`src/rtl/ram_access_arbiter.sv`:
```
// ram_access_arbiter: round-robin req/ack arbiter sharing one data RAM between two requesters
// Ports:
//   clk, rst                    clock and synchronous active-high reset
//   m0_* / m1_*                 requester ports: req/we/addr/wdata in, ack/err/rdata out
//                               (ack is a one-cycle pulse; err/rdata valid with ack)
//   ram_we_o, ram_addr_o,       RAM write enable, byte address and write data
//   ram_wdata_o
//   ram_rdata_i                 RAM combinational read data
module ram_access_arbiter #(
  parameter int DATA_WIDTH = 32,
  parameter int MEMORY_DEPTH = 64,
  parameter logic [DATA_WIDTH-1:0] BASE_ADDR = 32'h1001_0000
) (
  input  logic                  clk,
  input  logic                  rst,
  input  logic                  m0_req_i,
  input  logic                  m0_we_i,
  input  logic [DATA_WIDTH-1:0] m0_addr_i,
  input  logic [DATA_WIDTH-1:0] m0_wdata_i,
  output logic                  m0_ack_o,
  output logic                  m0_err_o,
  output logic [DATA_WIDTH-1:0] m0_rdata_o,
  input  logic                  m1_req_i,
  input  logic                  m1_we_i,
  input  logic [DATA_WIDTH-1:0] m1_addr_i,
  input  logic [DATA_WIDTH-1:0] m1_wdata_i,
  output logic                  m1_ack_o,
  output logic                  m1_err_o,
  output logic [DATA_WIDTH-1:0] m1_rdata_o,
  output logic                  ram_we_o,
  output logic [DATA_WIDTH-1:0] ram_addr_o,
  output logic [DATA_WIDTH-1:0] ram_wdata_o,
  input  logic [DATA_WIDTH-1:0] ram_rdata_i
);
  localparam logic [DATA_WIDTH-1:0] SPAN = DATA_WIDTH'(4 * MEMORY_DEPTH);
  typedef enum logic [1:0] {IDLE, GRANT, RESP} state_t;
  state_t state, state_nx;
  logic last_grant, win, we_l, valid_l;
  logic [DATA_WIDTH-1:0] addr_l, wdata_l;
  logic any_req, sel, sel_we, sel_valid;
  logic [DATA_WIDTH-1:0] sel_addr, sel_wdata, sel_off, rd_data;
  always_comb begin
    any_req = m0_req_i | m1_req_i;
    // on a tie the port that did not win last time gets the grant
    sel = (m0_req_i & m1_req_i) ? ~last_grant : m1_req_i;
    sel_we = sel ? m1_we_i : m0_we_i;
    sel_addr = sel ? m1_addr_i : m0_addr_i;
    sel_wdata = sel ? m1_wdata_i : m0_wdata_i;
    // the >= guard keeps addresses below the base from wrapping into range
    sel_off = sel_addr - BASE_ADDR;
    sel_valid = (sel_addr[1:0] == 2'b00) && (sel_addr >= BASE_ADDR) && (sel_off < SPAN);
    rd_data = (~we_l & valid_l) ? ram_rdata_i : '0;
    state_nx = (state == IDLE) ? (any_req ? GRANT : IDLE) : (state == GRANT) ? RESP : IDLE;
  end
  always_ff @(posedge clk) begin
    if (rst) begin
      state <= IDLE;
      last_grant <= 1'b1;
      win <= 1'b0;
      we_l <= 1'b0;
      valid_l <= 1'b0;
      addr_l <= BASE_ADDR;
      wdata_l <= '0;
      m0_err_o <= 1'b0;
      m0_rdata_o <= '0;
      m1_err_o <= 1'b0;
      m1_rdata_o <= '0;
    end else begin
      state <= state_nx;
      if (state == IDLE && any_req) begin
        win <= sel;
        we_l <= sel_we;
        addr_l <= sel_addr;
        wdata_l <= sel_wdata;
        valid_l <= sel_valid;
        last_grant <= sel;
      end
      // response data is captured at the end of GRANT and held until the port's next ack
      if (state == GRANT) begin
        if (win) begin
          m1_err_o <= ~valid_l;
          m1_rdata_o <= rd_data;
        end else begin
          m0_err_o <= ~valid_l;
          m0_rdata_o <= rd_data;
        end
      end
    end
  end
  // a reset arriving mid-transaction must not leak a write or an ack
  assign ram_we_o = (state == GRANT) & we_l & valid_l & ~rst;
  assign ram_addr_o = (state == GRANT) ? addr_l : BASE_ADDR;
  assign ram_wdata_o = (state == GRANT) ? wdata_l : '0;
  assign m0_ack_o = (state == RESP) & ~win & ~rst;
  assign m1_ack_o = (state == RESP) & win & ~rst;
endmodule

```
`config.mk`:
```
export PLATFORM = sky130hd
export DESIGN_NAME = ram_access_arbiter
export DESIGN_NICKNAME = d
export VERILOG_FILES = /design/src/rtl/ram_access_arbiter.sv
export SDC_FILE = /design/constraint.sdc
export NUM_CORES = 1
export LEC_CHECK = 0
export CAP_MARGIN = 20
export CORE_ASPECT_RATIO = 0.9
export CORE_MARGIN = 2
export CORE_UTILIZATION = 44
export DETAILED_ROUTE_END_ITERATION = 10
export GPL_TIMING_DRIVEN = 0
export PLACE_DENSITY = 0.86
export REMOVE_ABC_BUFFERS = 1
export SYNTH_ARGS = -nofsm -noshare
export SYNTH_HDL_FRONTEND = slang
export SYNTH_SLANG_ARGS = --single-unit
```
`constraint.sdc`:
```
create_clock -name clk -period 3.3 [get_ports clk]
set_clock_uncertainty 0.2 [all_clocks]
set_input_delay 0.825 -clock clk [delete_from_list [all_inputs] [get_ports clk]]
set_output_delay 0.825 -clock clk [all_outputs]
set_load 0.02 [all_outputs]
```
==> results.yml <==
sta:
  fin_crit_ns: 3.18
  layout_setup_ws_ns: 0.115
  report.final.slew_viol_count: 0
  hold_viol_final: 0
  setup_tns_ns: 0
  fin_crit_sh: 0.965
  max_clock_freq_ghz: 0.314
  max_slew.worst_pin.slew_ns: 0.746
  slew_headroom: 0.502
  rsz0062_at_grt: "false"
  setup_viol: 0
synthesis:
  synthMuxAreaShare: 0.107
  ys_ff_latch: 136
  synth_top_area_frac: 0.449
  synth_ff_type: "dfxtp_1"
  yosysSeqAreaShare: 0.449
  postSynthAreaPerCell_um2: 8.43
  synth.distinct_cells: 41
  synth_compound_area_frac: 0.149
  synthArstFlopShare: 0
  synthSimpleGateAreaFrac: 0.247
  syn_area_um2: 6060
  yosysMostFrequentCell: "dfxtp_1"
  postSynthCellCount: 719
  synth_top_family_by_area: "simple AND/OR/NAND/NOR gates"
  yosys.area.top_type: "dfxtp_1"
  synthTopCellsByArea: "dfxtp_1 45%, mux2i_1 11%, a211oi_1 7.8%"
  yosys_warnings: 0
  synth_edf_count: 0
  synth_fa_ha_area_frac: 0.00165
  yosys-top-cells-count: "136 x dfxtp_1, 77 x nor2_1, 70 x nand2_1, 67 x a21oi_1"
  synthXorXnorAreaFrac: 0.00144
setup_path:
  cp_slowest_cell: "clkdlybuf4s50_1"
  critPathTopFamily: "buffers and inverters"
  cp_max_fo: 15
  crit_cells: 4
  crit_buf_inv: 2
  critPathMaxStageDelay_ns: 0.63
  rr_worst_depth: 8
  worstSetupStartpointType: "flop"
  critPathKind: "reg2out"
  crit_path_end_kind: "output port"
  cp_data_arrival_time_ns: 2.16
  crit_chain: "nor2b_4 > buf_4 > and2_1 > clkdlybuf4s50_1"
  required_ns: 2.27
global_routing:
  antenna_found_initial: 0
  track_usage: 0.258
  grt_pass1_wl_um: 29600
  grt_overflow_total: 0
  grt_pass1_vias: 5706
  grt_max_degree: 83
cts:
  htree_levels: 4
  cts_tree: "built"
  clock-sinks: 136
  clk_path_buf_depth: 2
  ctsHoldBuffers: 0
  worstSkewPairLatency_ns: 0.41
  cts-root-buf: "clkbuf_16"
  cts.clk_slew.worst_paths_ns: 0.06
  numCtsBuffers: 17
cells_and_area:
  area_growth_pct: 63.6
  final_nets: 1154
  final_cells: 1169
  drive_above_1_share: 0.0579
  diodes: 0
  nFillCells: 951
job:
  cap_viol_max_count: 0
detailed_routing:
  dr.pass1.iters: 4
  finalWirelength_um: 20000
  route.detailed.drc: 0
  ant_nets: 0
  drt_iter0_drc: 424
  wl_per_cell_um: 17.1
  vias: 6259
  viasPerCell: 5.35
power_and_ir_drop:
  powerDensity_nw_per_um2: 445
  ir_worst_vdd_uv: 342
  p_leak_uw: 0.00356
floorplan:
  die-height_um: 115
  start_util: 0.452
  die-area_um2: 14700
  fp.coreArea_um2: 13400
  fp.dieW_um: 128
  rows: 40
  pin_count: 299
placement:
  portBuffers: 298
  dpl.hpwl_um: 13900
  place_ws_ns: -0.521
  place_inst: 1131
  gp_congestion: 0.791
min_path:
  hold_path_depth: 2
  hold_class: "reg2reg"
status:
  run_status: "completed"
## registers in the layout (all words and copies together) (netlist names), 2 cells and up
signal	cells
m0_rdata_o	32
wdata_l	32
addr_l	32
m1_rdata_o	32
state	2
## metal layers
metal	wire length (um)	vias to the layer above	GRT usage
met4	512	0	0.0894
li1	-	3063	-
met3	1540	37	0.0749
met5	0	-	0
met1	7770	2903	0.296
met2	10200	256	0.463
## layout by cell type, fill, tap and decap left out, drive strengths merged, types with 4 or more instances in the layout
master / count
clkdlybuf4s50: 295
dfxtp: 136
nor2: 77
nand2: 70
a21oi: 67
nand3: 64
mux2i: 64
and2: 63
a211oi: 63
clkbuf: 26
buf: 16
nor3: 7
nor4: 5
nand2b: 4
## power by group
part	switching, uW	internal, uW
logic	398	429
clock network	691	1110
registers	48.1	1740
total	1140	3280
## stage by stage
stage / instance area, um^2 / hold slack, ns / util / total power, uW
finish: 9920 / 0.252 / 0.740 / 4420
global route: 9920 / 0.266 / 0.740 / 4610
CTS: 9870 / 0.253 / 0.736 / 4440
detailed placement: 9270 / 0.247 / 0.691 / 2630
global placement: 8990 / 0.236 / 0.670 / 2620
floorplan: 5790 / 0.226 / - / 2200
## repair_timing
item,in CTS,in global routing
endpoints found under the hold margin,0,0
cloned,1,1
buffers inserted,1,3
setup endpoints to repair,68,2
gates resized for setup,7,1
## cell type report
class | count | area [um^2] | area share
clock buffers | 25 | 495 | 0.0499
clock inverters | 7 | 67.6 | 0.00681
multi-input cells | 519 | 3130 | 0.316
flip-flops and latches | 136 | 2720 | 0.274
well taps | 168 | 210 | 0.0212
repair buffers | 314 | 3290 | 0.332
## tightest hold or removal path: cells and delay by family, from the launching register on
| kind | cells | cell delay (ns) |
|---|---|---|
| DFF | 1 | 0.30 |
| and+or+nand+nor | 1 | 0.05 |
| AOI/OAI and AO/OA | 1 | 0.05 |
## final timing paths
check                              startpoint            end  slack [ns]
worst max-delay path                 state[0]  ram_addr_o[2]        0.12
worst min-delay path            m1_rdata_o[0]  m1_rdata_o[0]        0.25
worst min register to register  m1_rdata_o[0]  m1_rdata_o[0]        0.25
worst max register to register     last_grant        valid_l        0.87
## kinds of logic (layout without fill, tap and decap cells)
kind of cell | Yosys count | in the layout
DFF | 136 | 136
muxes | 65 | 65
AOI/OAI and AO/OA | 143 | 143
xor gates and xnor gates | 1 | 1
buffers and inverters | 65 | 346
adders and majority gates | 1 | 1
and+or+nand+nor | 308 | 309
(Power assumes the default switching activity.)
